--- src/rtl/modex_encryptor_if.sv ---
// Plaintext handshake and ciphertext memory-write bundle for modex_encryptor.
// Handshake: a word transfers on the rising clk edge where in_valid && in_ready; the master holds
// plain/exp_e/mod_n stable while in_valid is high, and in_ready never depends on in_valid.
interface modex_encryptor_if #(
    parameter int ADDR  = 18,
    parameter int ARQ   = 16,
    parameter int EXP_W = 16
);
    logic             in_valid;
    logic             in_ready;
    logic [ARQ-1:0]   plain;
    logic [EXP_W-1:0] exp_e;
    logic [ARQ-1:0]   mod_n;
    logic             wr_en;
    logic [ADDR-1:0]  wr_addr;
    logic [ARQ-1:0]   wr_data;
    logic             busy;
    logic             err;
    logic             mem_full;

    modport master (
        output in_valid, plain, exp_e, mod_n,
        input  in_ready, wr_en, wr_addr, wr_data, busy, err, mem_full
    );

    modport slave (
        input  in_valid, plain, exp_e, mod_n,
        output in_ready, wr_en, wr_addr, wr_data, busy, err, mem_full
    );
endinterface

--- src/rtl/modex_encryptor.sv ---
// RSA encryption engine: c = m^e mod n via LSB-first square-and-multiply over interleaved
// shift-subtract modular multipliers. Optional macro MODEX_ENC_WRAP_EN makes the write address wrap.
module modex_encryptor #(
    parameter int ADDR  = 18,
    parameter int ARQ   = 16,
    parameter int EXP_W = 16
) (
    input  logic             clk,
    input  logic             rst,
    modex_encryptor_if.slave bus,
    output logic [2:0]       dbg_state
);
    localparam int BW = (ARQ > 1) ? $clog2(ARQ) : 1;
    localparam int PW = (EXP_W > 1) ? $clog2(EXP_W) : 1;
    localparam int AW = ARQ + 2;
    localparam logic [BW-1:0]   BIT_TOP   = BW'(ARQ - 1);
    localparam logic [PW-1:0]   PASS_TOP  = PW'(EXP_W - 1);
    localparam logic [ADDR-1:0] ADDR_LAST = {ADDR{1'b1}};

    typedef enum logic [2:0] {IDLE, CHECK, REDUCE, EXP, WRITE} state_t;

    state_t           state, next_state;
    logic [ARQ-1:0]   m_q, n_q, base_q, res_q, acc0_q, acc1_q;
    logic [EXP_W-1:0] e_q;
    logic [BW-1:0]    bit_idx;
    logic [PW-1:0]    pass_idx;
    logic [ADDR-1:0]  addr_q, wr_addr_q;
    logic [ARQ-1:0]   wr_data_q;
    logic             wr_en_q, err_q;
    logic             mem_full_w, accept, n_bad, last_bit, first_bit;
    logic [ARQ-1:0]   a1, b1, acc0_nx, acc1_nx;

    // One multiplier bit: acc stays < n, so ARQ+2 bits cover 2*acc and acc+b without overflow.
    function automatic logic [ARQ-1:0] mm_step(input logic [ARQ-1:0] acc, input logic abit,
                                               input logic [ARQ-1:0] b, input logic [ARQ-1:0] n);
        logic [AW-1:0] t;
        logic [AW-1:0] nn;
        nn = {2'b00, n};
        t  = {1'b0, acc, 1'b0};
        if (t >= nn) t = t - nn;
        if (abit) begin
            t = t + {2'b00, b};
            if (t >= nn) t = t - nn;
        end
        return ARQ'(t);
    endfunction

`ifdef MODEX_ENC_WRAP_EN
    assign mem_full_w = 1'b0;
`else
    logic mem_full_q;
    assign mem_full_w = mem_full_q;
`endif

    assign last_bit  = (bit_idx == '0);
    assign first_bit = (bit_idx == BIT_TOP);
    assign n_bad     = (n_q < ARQ'(2));
    assign accept    = bus.in_valid && bus.in_ready;

    // Multiplier 1 computes m mod n during REDUCE and base^2 during EXP; multiplier 0 result*base.
    assign a1      = (state == REDUCE) ? m_q : base_q;
    assign b1      = (state == REDUCE) ? ARQ'(1) : base_q;
    assign acc0_nx = mm_step(first_bit ? '0 : acc0_q, res_q[bit_idx], base_q, n_q);
    assign acc1_nx = mm_step(first_bit ? '0 : acc1_q, a1[bit_idx], b1, n_q);

    always_comb begin
        next_state = state;
        case (state)
            IDLE:    if (accept) next_state = CHECK;
            CHECK:   next_state = n_bad ? IDLE : REDUCE;
            REDUCE:  if (last_bit) next_state = EXP;
            EXP:     if (last_bit && (pass_idx == PASS_TOP)) next_state = WRITE;
            WRITE:   next_state = IDLE;
            default: next_state = IDLE;
        endcase
    end

    always_ff @(posedge clk or posedge rst) begin
        if (rst) state <= IDLE;
        else     state <= next_state;
    end

    always_ff @(posedge clk or posedge rst) begin
        if (rst) begin
            m_q       <= '0;
            e_q       <= '0;
            n_q       <= '0;
            base_q    <= '0;
            res_q     <= '0;
            acc0_q    <= '0;
            acc1_q    <= '0;
            bit_idx   <= '0;
            pass_idx  <= '0;
            addr_q    <= '0;
            wr_addr_q <= '0;
            wr_data_q <= '0;
            wr_en_q   <= 1'b0;
            err_q     <= 1'b0;
`ifndef MODEX_ENC_WRAP_EN
            mem_full_q <= 1'b0;
`endif
        end else begin
            wr_en_q <= 1'b0;
            err_q   <= 1'b0;
            case (state)
                IDLE: begin
                    if (accept) begin
                        m_q <= bus.plain;
                        e_q <= bus.exp_e;
                        n_q <= bus.mod_n;
                    end
                end
                CHECK: begin
                    err_q    <= n_bad;
                    res_q    <= ARQ'(1);
                    bit_idx  <= BIT_TOP;
                    pass_idx <= '0;
                end
                REDUCE: begin
                    acc1_q  <= acc1_nx;
                    bit_idx <= last_bit ? BIT_TOP : bit_idx - 1'b1;
                    if (last_bit) base_q <= acc1_nx;
                end
                EXP: begin
                    acc0_q  <= acc0_nx;
                    acc1_q  <= acc1_nx;
                    bit_idx <= last_bit ? BIT_TOP : bit_idx - 1'b1;
                    // Both products commit together at the end of the pass, so each reads the old base.
                    if (last_bit) begin
                        if (e_q[pass_idx]) res_q <= acc0_nx;
                        base_q   <= acc1_nx;
                        pass_idx <= pass_idx + 1'b1;
                    end
                end
                WRITE: begin
                    wr_en_q   <= 1'b1;
                    wr_addr_q <= addr_q;
                    wr_data_q <= res_q;
`ifdef MODEX_ENC_WRAP_EN
                    addr_q <= addr_q + 1'b1;
`else
                    if (addr_q == ADDR_LAST) mem_full_q <= 1'b1;
                    else                     addr_q     <= addr_q + 1'b1;
`endif
                end
                default: ;
            endcase
        end
    end

    assign bus.in_ready = !rst && (state == IDLE) && !mem_full_w;
    assign bus.wr_en    = wr_en_q;
    assign bus.wr_addr  = wr_addr_q;
    assign bus.wr_data  = wr_data_q;
    assign bus.busy     = (state != IDLE);
    assign bus.err      = err_q;
    assign bus.mem_full = mem_full_w;
    assign dbg_state    = state;
endmodule

--- src/flat_wrapper.sv ---
// flat-port wrapper written by rule: the top's interface ports become plain ports
module modex_encryptor_flat 
#(
    parameter int ADDR  = 18,
    parameter int ARQ   = 16,
    parameter int EXP_W = 16
)
  (clk, rst, dbg_state, bus_in_valid, bus_plain, bus_exp_e, bus_mod_n, bus_in_ready, bus_wr_en, bus_wr_addr, bus_wr_data, bus_busy, bus_err, bus_mem_full);
  modex_encryptor_if #(.ADDR(ADDR), .ARQ(ARQ), .EXP_W(EXP_W)) bus_i ();
  input  logic clk;
  input  logic rst;
  output logic [2:0] dbg_state;
  input wire logic [$bits(bus_i.in_valid)-1:0] bus_in_valid;
  input wire logic [$bits(bus_i.plain)-1:0] bus_plain;
  input wire logic [$bits(bus_i.exp_e)-1:0] bus_exp_e;
  input wire logic [$bits(bus_i.mod_n)-1:0] bus_mod_n;
  output wire logic [$bits(bus_i.in_ready)-1:0] bus_in_ready;
  output wire logic [$bits(bus_i.wr_en)-1:0] bus_wr_en;
  output wire logic [$bits(bus_i.wr_addr)-1:0] bus_wr_addr;
  output wire logic [$bits(bus_i.wr_data)-1:0] bus_wr_data;
  output wire logic [$bits(bus_i.busy)-1:0] bus_busy;
  output wire logic [$bits(bus_i.err)-1:0] bus_err;
  output wire logic [$bits(bus_i.mem_full)-1:0] bus_mem_full;
  assign bus_i.in_valid = bus_in_valid;
  assign bus_i.plain = bus_plain;
  assign bus_i.exp_e = bus_exp_e;
  assign bus_i.mod_n = bus_mod_n;
  assign bus_in_ready = bus_i.in_ready;
  assign bus_wr_en = bus_i.wr_en;
  assign bus_wr_addr = bus_i.wr_addr;
  assign bus_wr_data = bus_i.wr_data;
  assign bus_busy = bus_i.busy;
  assign bus_err = bus_i.err;
  assign bus_mem_full = bus_i.mem_full;
  modex_encryptor #(.ADDR(ADDR), .ARQ(ARQ), .EXP_W(EXP_W)) u_core (.clk(clk), .rst(rst), .bus(bus_i), .dbg_state(dbg_state));
endmodule
--- config.mk ---
export PLATFORM = sky130hd
export DESIGN_NAME = modex_encryptor_flat
export DESIGN_NICKNAME = d
export VERILOG_FILES = /design/src/rtl/modex_encryptor_if.sv /design/src/rtl/modex_encryptor.sv /design/src/flat_wrapper.sv
export SDC_FILE = /design/constraint.sdc
export NUM_CORES = 1
export LEC_CHECK = 0
export ABC_AREA = 1
export CAP_MARGIN = 20
export CORE_MARGIN = 1.5
export CORE_UTILIZATION = 55
export DETAILED_ROUTE_END_ITERATION = 12
export PLACE_DENSITY = 0.72
export SLEW_MARGIN = 10
export SYNTH_ARGS = -nofsm -noshare
export SYNTH_HDL_FRONTEND = slang
export SYNTH_SLANG_ARGS = --single-unit
--- constraint.sdc ---
create_clock -name clk -period 11.9 [get_ports clk]
set_input_delay 2.38 -clock clk [delete_from_list [all_inputs] [get_ports clk]]
set_output_delay 2.38 -clock clk [all_outputs]
set_load 0.02 [all_outputs]
==> reports/metrics.yaml, run 1 <==
floorplan:
  row_count: 57
  fp.dieH_um: 160.9
  core_area_um2: 24390
  ioPinCount: 93
  initial_utilization_pct: 56.21
  die-area_um2: 25880
  die_w_um: 160.9
clock_network:
  path_clk_slew_ns: 0.08
  cts-root-buf: "clkbuf_16"
  postCtsSetupBuffers: 0
  hold_buffers: 0
  cts_resized: 0
  clock_latency_ns: 0.43
  cts_tree: "done"
  cts.sinks: 178
  htreeDepth: 4
  cts_buffers: 17
  clockBufferDepth: 2
setup_path:
  crit_slowest_cell: "dfrtp_1"
  path_class: "reg -> reg"
  reg2reg_slack_ns: 3.49
  setup.worst_path.start_class: "flop"
  cpPeakStageDelay_ns: 0.84
  r2r_end: "u_core.res_q[14]"
  rr_worst_depth: 37
  critPathMostFrequentCell: "nand2_1"
  timing.rr.start: "u_core.bit_idx[0]"
  crit_arrival_ns: 8.69
  path_max_fanout: 36
  crit_path_end_kind: "flop"
  required_ns: 12.18
timing:
  clock_skew_ns: 0.01294
  fmax_mhz: 118.9
  rsz0062_at_grt: "no"
  fin_crit_sh_pct: 70.68
  worstMarginPinSlew_ns: 1.029
  period_minus_slack_ns: 8.411
  tns_ns: 0
  setup_viol: 0
  relSlewSlack_pct: 31.39
  maxSlewViolCount: 0
  hold_violations: 0
grt:
  antenna_found_initial: 0
  globalRouteTotalUtil_pct: 32.76
  first_global_vias: 12670
  grt_most_used_layer: "met2"
  met1_usage_pct: 43.88
  grt_pass1_wl_um: 66640
  grt.met2_usage_pct: 53.49
  grt-ovfl-total: 0
  grt_max_degree: 102
  met3_usage_pct: 4.055
final_layout:
  layout_commonest_cell: "nand2_1"
  area_delta_synth_final_pct: 12.34
  mostFrequentLayoutCells: "679 x nand2_1, 240 x inv_1, 178 x dfrtp_1"
  layout-drive-gt1-share_pct: 4.473
  n_antenna_cell: 0
  nets: 2200
run_status:
  status: "completed"
drt:
  via_per_inst: 5.580
  drtPass1Iterations: 5
  vias: 13290
  drc: 0
  drt_first_iter_violations: 1087
  routed_wirelength_um: 41760
  avgRoutedWirePerCell_um: 17.54
  final_antenna_net_count: 0
synth:
  syn_area_um2: 13710
  yosysTopAreaCell: "dfrtp_1"
  yosysWarnings: 0
  yosysTopAreaCellShare_pct: 32.49
  yosysUniqueCellTypes: 53
  yosys_register_bits: 178
  yosysSeqAreaShare_pct: 32.49
  synth_edf_count: 0
  synth_area_leaders: "dfrtp_1 32%, nand2_1 19%, ha_1 8.9%"
  synth_fp_nets: 2136
  ys.flop_type: "dfrtp_1"
  syn_avg_cell_area_um2: 6.920
  ys_async_sr_fraction_pct: 100.0
  postSynthCellCount: 1981
min_path:
  worstHoldStart: "u_core.e_q[6]"
  hold_path.class: "reg -> reg"
  hold_depth: 2
  holdPathEnd: "u_core.e_q[6]"
run:
  maxCapViolCount: 0
placed_design:
  gp_congestion: 1.012
  io_buffers: 92
  hpwl_um: 32250
## cell families (layout without fill, tap and decap cells)
group                    Yosys count  in the layout  synth area share (%)
adder cells (fa/ha/maj)          104            104                 9.820
flip-flops                       178            178                 32.49
AO/OA/AOI/OAI                    322            322                 13.24
buffers and inverters            310            386                 8.917
AND/OR/NAND/NOR                  971            971                 29.40
XOR/XNOR                          96             96                 6.133
## critical path: cells and delay by family (launching register included)
family	cells	cell delay, ns
xor gates and xnor gates	1	0.30
DFF	1	0.84
buffers and inverters	3	0.44
AOI/OAI and AO/OA	10	1.89
adders and majority gates	4	1.45
and+or+nand+nor	19	3.28
## through the flow
step	utilization (%)	std cells	setup slack [ns]	hold slack (ns)	area, um^2
2_1_floorplan	-	1981	4.690	0.4416	13710
3_3_place_gp	60.81	2350	3.631	0.4554	14830
3_5_place_dp	60.81	2350	3.678	0.4601	14830
4_1_cts	63.14	2381	3.644	0.4787	15400
5_1_grt	63.14	2381	2.764	0.4947	15400
6_report	63.14	2381	3.489	0.4774	15400
## routing by layer
| metal | vias up | part of all wire, % |
|---|---|---|
| li1 | 6518 | - |
| met5 | - | 0 |
| met2 | 457 | 46 |
| met3 | 99 | 5.2 |
| met1 | 6211 | 44 |
| met4 | 0 | 4.4 |
## registers in the layout, summed over array words and instances (netlist names), 3 cells and up
name / flops
u_core.acc0_q: 16
u_core.res_q: 16
u_core.n_q: 16
u_core.dbg_state: 3
u_core.e_q: 16
u_core.acc1_q: 16
u_core.m_q: 16
u_core.bus.wr_data: 16
u_core.base_q: 16
u_core.bit_idx: 4
u_core.bus.wr_addr: 18
u_core.pass_idx: 4
u_core.addr_q: 18
## cell type report
| class | count | area [um^2] |
|---|---|---|
| Multi-Input combinational cell | 1493 | 8033 |
| Tap cell | 324 | 405.4 |
| Timing Repair Buffer | 99 | 973.4 |
| Sequential cell | 178 | 4454 |
| Inverter | 256 | 965.9 |
| Clock inverter | 14 | 143.9 |
| Clock buffer | 17 | 425.4 |
| Fill cell | 2333 | 8990 |
## worst max path at each step
| stage | startpoint | end |
|---|---|---|
| floorplan | rst | u_core.acc0_q[0] |
| global placement | u_core.bit_idx[0] | u_core.res_q[14] |
| detailed placement | u_core.bit_idx[0] | u_core.res_q[10] |
| CTS | u_core.bit_idx[0] | u_core.res_q[14] |
| global route | u_core.bit_idx[0] | u_core.res_q[14] |
| finish | u_core.bit_idx[0] | u_core.res_q[14] |
## cells in the mapped netlist, drive strengths merged (4+ instances only)
master,n
nor3,18
o21ai,154
nand4,16
o221ai,4
clkbuf,30
clkinv,4
o2111ai,5
a31oi,7
ha,98
a21boi,4
or2,6
xor2,69
inv,252
o211ai,12
a21oi,104
nor4,7
buf,24
a21o,5
a211oi,4
dfrtp,178
o21bai,7
xnor2,27
nand2,690
fa,6
nand3,135
nor2,98
o21a,6
Power of run 1 is not shown: default switching activity piles up to over one toggle a cycle in this logic, so the estimate is an artifact.
==> run 2: changes to the inputs <==
--- a/config.mk
+++ b/config.mk
@@ -10,7 +10,7 @@
 export CORE_MARGIN = 1.5
 export CORE_UTILIZATION = 55
 export DETAILED_ROUTE_END_ITERATION = 12
-export PLACE_DENSITY = 0.72
+export PLACE_DENSITY = 0.75
 export SLEW_MARGIN = 10
 export SYNTH_ARGS = -nofsm -noshare
 export SYNTH_HDL_FRONTEND = slang
==> constraint.sdc (replaced) <==
create_clock -name clk -period 7.45 [get_ports clk]
set_input_delay 1.49 -clock clk [delete_from_list [all_inputs] [get_ports clk]]
set_output_delay 1.49 -clock clk [all_outputs]
set_load 0.02 [all_outputs]
==> run 2 against run 1 <==
Non-clock buffer count grew 17. Worst hold slack worse by 0.0013 ns. Critical path type unchanged. Global-route usage is 0.094 points lower. First-iteration DRC count grew 16%. Clock skew is 0.0028 ns higher. Die area unchanged.
==> reports/metrics.yaml, run 2 (synthesis results as in run 1) <==
run_status:
  status: "completed"  # unchanged
floorplan:
  initial_utilization_pct: 56.21  # unchanged
  die_w_um: 160.9  # unchanged
  die-area_um2: 25880  # unchanged
  row_count: 57  # unchanged
  ioPinCount: 93  # unchanged
  fp.dieH_um: 160.9  # unchanged
  core_area_um2: 24390  # unchanged
grt:
  grt_max_degree: 88  # was 102
  grt-ovfl-total: 0  # unchanged
  globalRouteTotalUtil_pct: 32.67  # was 32.76%
  grt_pass1_wl_um: 65780  # was 66640 um
  antenna_found_initial: 0  # unchanged
  first_global_vias: 12580  # was 12670
timing:
  hold_violations: 0  # unchanged
  fin_crit_sh_pct: 92.28  # was 70.68%
  clock_skew_ns: 0.01573  # was 0.01294 ns
  fmax_mhz: 145.5  # was 118.9 MHz
  worstMarginPinSlew_ns: 1.034  # was 1.029 ns
  setup_viol: 0  # unchanged
  maxSlewViolCount: 0  # unchanged
  final.setup.worst_slack_ns: 0.5748  # was 3.489 ns
  relSlewSlack_pct: 31.04  # was 31.39%
  period_minus_slack_ns: 6.875  # was 8.411 ns
  tns_ns: 0  # unchanged
setup_path:
  rr_worst_depth: 41  # was 37
  cpLargestDelayFamily: "simple AND/OR/NAND/NOR gates"  # unchanged
  crit_path_end_kind: "flop"  # unchanged
  crit_arrival_ns: 7.27  # was 8.69 ns
  path_class: "reg -> reg"  # unchanged
  r2r_end: "u_core.acc1_q[3]"  # was u_core.res_q[14]
  reg2reg_slack_ns: 0.57  # was 3.49 ns
  crit_slowest_cell: "o21ai_0"  # was dfrtp_1
  required_ns: 7.85  # was 12.18 ns
  critPathMostFrequentCell: "nand2_1"  # unchanged
  timing.rr.start: "u_core.bit_idx[1]"  # was u_core.bit_idx[0]
  setup.worst_path.start_class: "flop"  # unchanged
  critPathBufInv: 3  # unchanged
  cpPeakStageDelay_ns: 0.52  # was 0.84 ns
  path_max_fanout: 22  # was 36
placed_design:
  place_ws_ns: 0.2469  # was 3.678 ns
  place_inst: 2366  # was 2350
  io_buffers: 92  # unchanged
  gp_congestion: 1.003  # was 1.012
  hpwl_um: 32590  # was 32250 um
drt:
  final_antenna_net_count: 0  # unchanged
  drt_first_iter_violations: 1265  # was 1087
  drtPass1Iterations: 6  # was 5
  drc: 0  # unchanged
  routed_wirelength_um: 41750  # was 41760 um
  met2_length_um: 19710  # was 19290 um
  vias: 13430  # was 13290
  dr.max_layer_used: "met4"  # unchanged
  via_per_inst: 5.595  # was 5.580
  wl_met1_um: 17780  # was 18430 um
  avgRoutedWirePerCell_um: 17.40  # was 17.54 um
  wl_met3_um: 2622  # was 2184 um
clock_network:
  cts.sinks: 178  # unchanged
  cts_buffers: 17  # unchanged
  clock_latency_ns: 0.46  # was 0.43 ns
  cts-root-buf: "clkbuf_16"  # unchanged
  htreeDepth: 4  # unchanged
  cts_tree: "done"  # unchanged
  postCtsSetupBuffers: 0  # unchanged
  clockBufferDepth: 2  # unchanged
  path_clk_slew_ns: 0.08  # about the same
final_layout:
  layout-drive-gt1-share_pct: 5.539  # was 4.473%
  utilization_pct: 64.18  # was 63.14%
  final_cells: 2400  # was 2381
  layout_commonest_cell: "nand2_1"  # unchanged
  mostFrequentLayoutCells: "679 x nand2_1, 240 x inv_1, 176 x dfrtp_1"  # was 679 x nand2_1, 240 x inv_1, 178 x dfrtp_1
  n_antenna_cell: 0  # unchanged
  nets: 2218  # was 2200
  area_delta_synth_final_pct: 14.18  # was 12.34%
run:
  maxCapViolCount: 0  # unchanged
min_path:
  worstHoldStart: "u_core.bus.wr_data[12]"  # was u_core.e_q[6]
  holdPathEnd: "u_core.bus.wr_data[12]"  # was u_core.e_q[6]
  hold_depth: 2  # unchanged
  hold_path.class: "reg -> reg"  # unchanged
[run 2: changes by cell type in the layout (fill, tap and decap cells not counted), sizes merged]
| cell | before | now |
|---|---|---|
| inv | 258 | 259 |
| clkinvlp | 3 | 1 |
| nand3 | 135 | 136 |
| buf | 7 | 24 |
| clkinv | 9 | 11 |
[run 2: worst max path at each step]
stage,slack [ns],from,end,cells past startpoint
4_1_cts,0.24,u_core.bit_idx[1],u_core.acc1_q[3],40
3_5_place_dp,0.25,u_core.bit_idx[1],u_core.acc1_q[3],39
6_report,0.57,u_core.bit_idx[1],u_core.acc1_q[3],41
3_3_place_gp,0.45,u_core.bit_idx[1],u_core.acc1_q[3],38
5_1_grt,-0.03,u_core.bit_idx[1],u_core.acc1_q[8],41
2_1_floorplan,1.13,rst,u_core.acc0_q[0],1
[run 2: layout make-up]
class                      count  area, um^2
multi-input combinational   1494        8077
fill                        2263        8737
sequential                   178        4457
inverter                     256       973.4
clock buffer                  17       425.4
tap                          324       405.4
clock inverter                15       202.7
timing repair buffer         116        1114
[run 2: repair_timing]
action / 4_1_cts / 5_1_grt
setup endpoints to repair: 0 / 56
hold buffers: 0 / 0
gates resized for setup: 0 / 14
[run 2: metal layers]
layer,GRT usage [%],vias to the layer above
li1,-,6551
met1,42.55,6286
met2,54.90,493
met3,4.365,98
met4,13.17,0
met5,0,-
[run 2: worst min-delay path, cell delays in order, from the launching register on]
cell,delay (ns)
dfrtp_1,0.34
nand2_1,0.06
nand2_1,0.05
[run 2: stage by stage]
| stage | area (um^2) | hold slack, ns |
|---|---|---|
| 2_1_floorplan | 13710 | 0.4416 |
| 3_3_place_gp | 14960 | 0.4543 |
| 3_5_place_dp | 14960 | 0.4612 |
| 4_1_cts | 15590 | 0.4776 |
| 5_1_grt | 15650 | 0.4819 |
| 6_report | 15650 | 0.4761 |
Power of run 2 is left out for the same reason.
==> run 3: changes to the inputs <==
--- a/config.mk
+++ b/config.mk
@@ -7,7 +7,7 @@
 export LEC_CHECK = 0
 export ABC_AREA = 1
 export CAP_MARGIN = 20
-export CORE_MARGIN = 1.5
+export CORE_MARGIN = 2
 export CORE_UTILIZATION = 55
 export DETAILED_ROUTE_END_ITERATION = 12
 export PLACE_DENSITY = 0.75
==> run 3 against run 2 <==
Non-clock buffer count up 4. Clock skew up 0.0015 ns. Count of clock-buffer cells in the layout unchanged. Cell count up 0.17%. Via count up 0.57%. Highest routed layer unchanged. Global-route usage down 0.31 points. Register-to-register slack worse by 0.02 ns. Sequential cell count unchanged. Maximum frequency down 0.30%.
==> reports/metrics.yaml, run 3 (synthesis results as in run 1) <==
run_status:
  status: "completed"  # unchanged
drt:
  drc: 0  # unchanged
  drtPass1Iterations: 6  # unchanged
  final_antenna_net_count: 0  # unchanged
  via_per_inst: 5.618  # was 5.595
  avgRoutedWirePerCell_um: 17.52  # was 17.40 um
  vias: 13510  # was 13430
  routed_wirelength_um: 42130  # was 41750 um
  drt_first_iter_violations: 1281  # was 1265
timing:
  hold_violations: 0  # unchanged
  tns_ns: 0  # unchanged
  relSlewSlack_pct: 33.30  # was 31.04%
  period_minus_slack_ns: 6.896  # was 6.875 ns
  maxSlewViolCount: 0  # unchanged
  fmax_mhz: 145.0  # was 145.5 MHz
  setup_viol: 0  # unchanged
  clock_skew_ns: 0.01728  # was 0.01573 ns
  worstMarginPinSlew_ns: 1.001  # was 1.034 ns
  fin_crit_sh_pct: 92.56  # was 92.28%
grt:
  first_global_vias: 12880  # was 12580
  grt_pass1_wl_um: 66520  # was 65780 um
  globalRouteTotalUtil_pct: 32.36  # was 32.67%
  grt_max_degree: 90  # was 88
  met1_usage_pct: 42.67  # was 42.55%
  antenna_found_initial: 0  # unchanged
  grt.met2_usage_pct: 52.55  # was 54.90%
  grt_most_used_layer: "met2"  # unchanged
  met3_usage_pct: 4.418  # was 4.365%
  grt-ovfl-total: 0  # unchanged
final_layout:
  regArea_um2: 4456  # was 4457 um^2
  mostFrequentLayoutCells: "679 x nand2_1, 240 x inv_1, 177 x dfrtp_1"  # was 679 x nand2_1, 240 x inv_1, 176 x dfrtp_1
  layout_commonest_cell: "nand2_1"  # unchanged
  multi_input_area_um2: 8073  # was 8077 um^2
  layout-drive-gt1-share_pct: 5.721  # was 5.539%
  utilization_pct: 64.32  # was 64.18%
  area_delta_synth_final_pct: 14.44  # was 14.18%
  nFillCells: 2260  # was 2263
  nets: 2222  # was 2218
  n_antenna_cell: 0  # unchanged
clock_network:
  clockBufferDepth: 2  # unchanged
  htreeDepth: 4  # unchanged
  cts-root-buf: "clkbuf_16"  # unchanged
  clock_latency_ns: 0.46  # about the same
  cts.sinks: 178  # unchanged
  path_clk_slew_ns: 0.08  # about the same
  cts_tree: "done"  # unchanged
  cts_buffers: 17  # unchanged
floorplan:
  die_w_um: 161.9  # was 160.9 um
  core_area_um2: 24390  # unchanged
  fp.dieH_um: 161.9  # was 160.9 um
  row_count: 57  # unchanged
  die-area_um2: 26210  # was 25880 um^2
  initial_utilization_pct: 56.21  # unchanged
  ioPinCount: 93  # unchanged
setup_path:
  crit_arrival_ns: 7.23  # was 7.27 ns
  path_class: "reg -> reg"  # unchanged
  crit_slowest_cell: "dfrtp_1"  # was o21ai_0
  cpPeakStageDelay_ns: 0.60  # was 0.52 ns
  setup.worst_path.start_class: "flop"  # unchanged
  required_ns: 7.79  # was 7.85 ns
  crit_start: "u_core.bit_idx[3]"  # was u_core.bit_idx[1]
  crit_path_end_kind: "flop"  # unchanged
  rr_worst_depth: 38  # was 41
  timing.rr.start: "u_core.bit_idx[3]"  # was u_core.bit_idx[1]
  path_max_fanout: 22  # unchanged
  critPathMostFrequentCell: "nand2_1"  # unchanged
run:
  maxCapViolCount: 0  # unchanged
min_path:
  hold_path.class: "reg -> reg"  # unchanged
  hold_depth: 2  # unchanged
  worstHoldStart: "u_core.e_q[14]"  # was u_core.bus.wr_data[12]
placed_design:
  io_buffers: 92  # unchanged
  gp_congestion: 1.027  # was 1.003
  hpwl_um: 32150  # was 32590 um
run 3: layout make-up:
class                           instances  share of cell area, %
Clock buffer                           17                  2.712
Timing Repair Buffer                  120                  7.369
Sequential cell                       178                  28.40
Inverter                              256                  6.189
Multi-Input combinational cell       1494                  51.46
Clock inverter                         15                  1.292
Tap cell                              324                  2.584
run 3: worst paths after layout:
kind                                    end  slack [ns]
setup / recovery           u_core.base_q[2]        0.55
hold / removal               u_core.e_q[14]        0.49
setup reg to reg           u_core.base_q[2]        0.55
hold reg to reg              u_core.e_q[14]        0.49
max in group asynchronous  u_core.acc1_q[3]        4.71
min in group asynchronous     u_core.e_q[0]        1.56
run 3: per-stage QoR:
| step | instance area (um^2) | setup slack (ns) | hold slack, ns | cells |
|---|---|---|---|---|
| 2_1_floorplan | 13710 | 1.130 | 0.4416 | 1981 |
| 3_3_place_gp | 14950 | 0.4022 | 0.4556 | 2366 |
| 3_5_place_dp | 14950 | 0.1123 | 0.4653 | 2366 |
| 4_1_cts | 15580 | 0.08632 | 0.4866 | 2398 |
| 5_1_grt | 15690 | -0.03141 | 0.5082 | 2404 |
| 6_report | 15690 | 0.5542 | 0.4867 | 2404 |
run 3: timing repair:
item,CTS,global route
hold buffers,0,0
setup endpoints to repair,0,63
setup buffers,0,4
gates resized for setup,0,12
run 3: worst max-delay path, delay by kind of cell, from the launching register on:
family / cells / cell delay [ns]
DFF: 1 / 0.60
buffers and inverters: 5 / 0.77
AOI/OAI and AO/OA: 9 / 1.68
xor gates and xnor gates: 1 / 0.29
and+or+nand+nor: 19 / 2.16
adders and majority gates: 4 / 1.27
run 3: metal layers:
layer,up-vias,wire [um]
li1,6563,-
met1,6295,18000
met2,510,19250
met3,137,2677
met4,0,2194
met5,-,0
Power of run 3 is left out for the same reason.
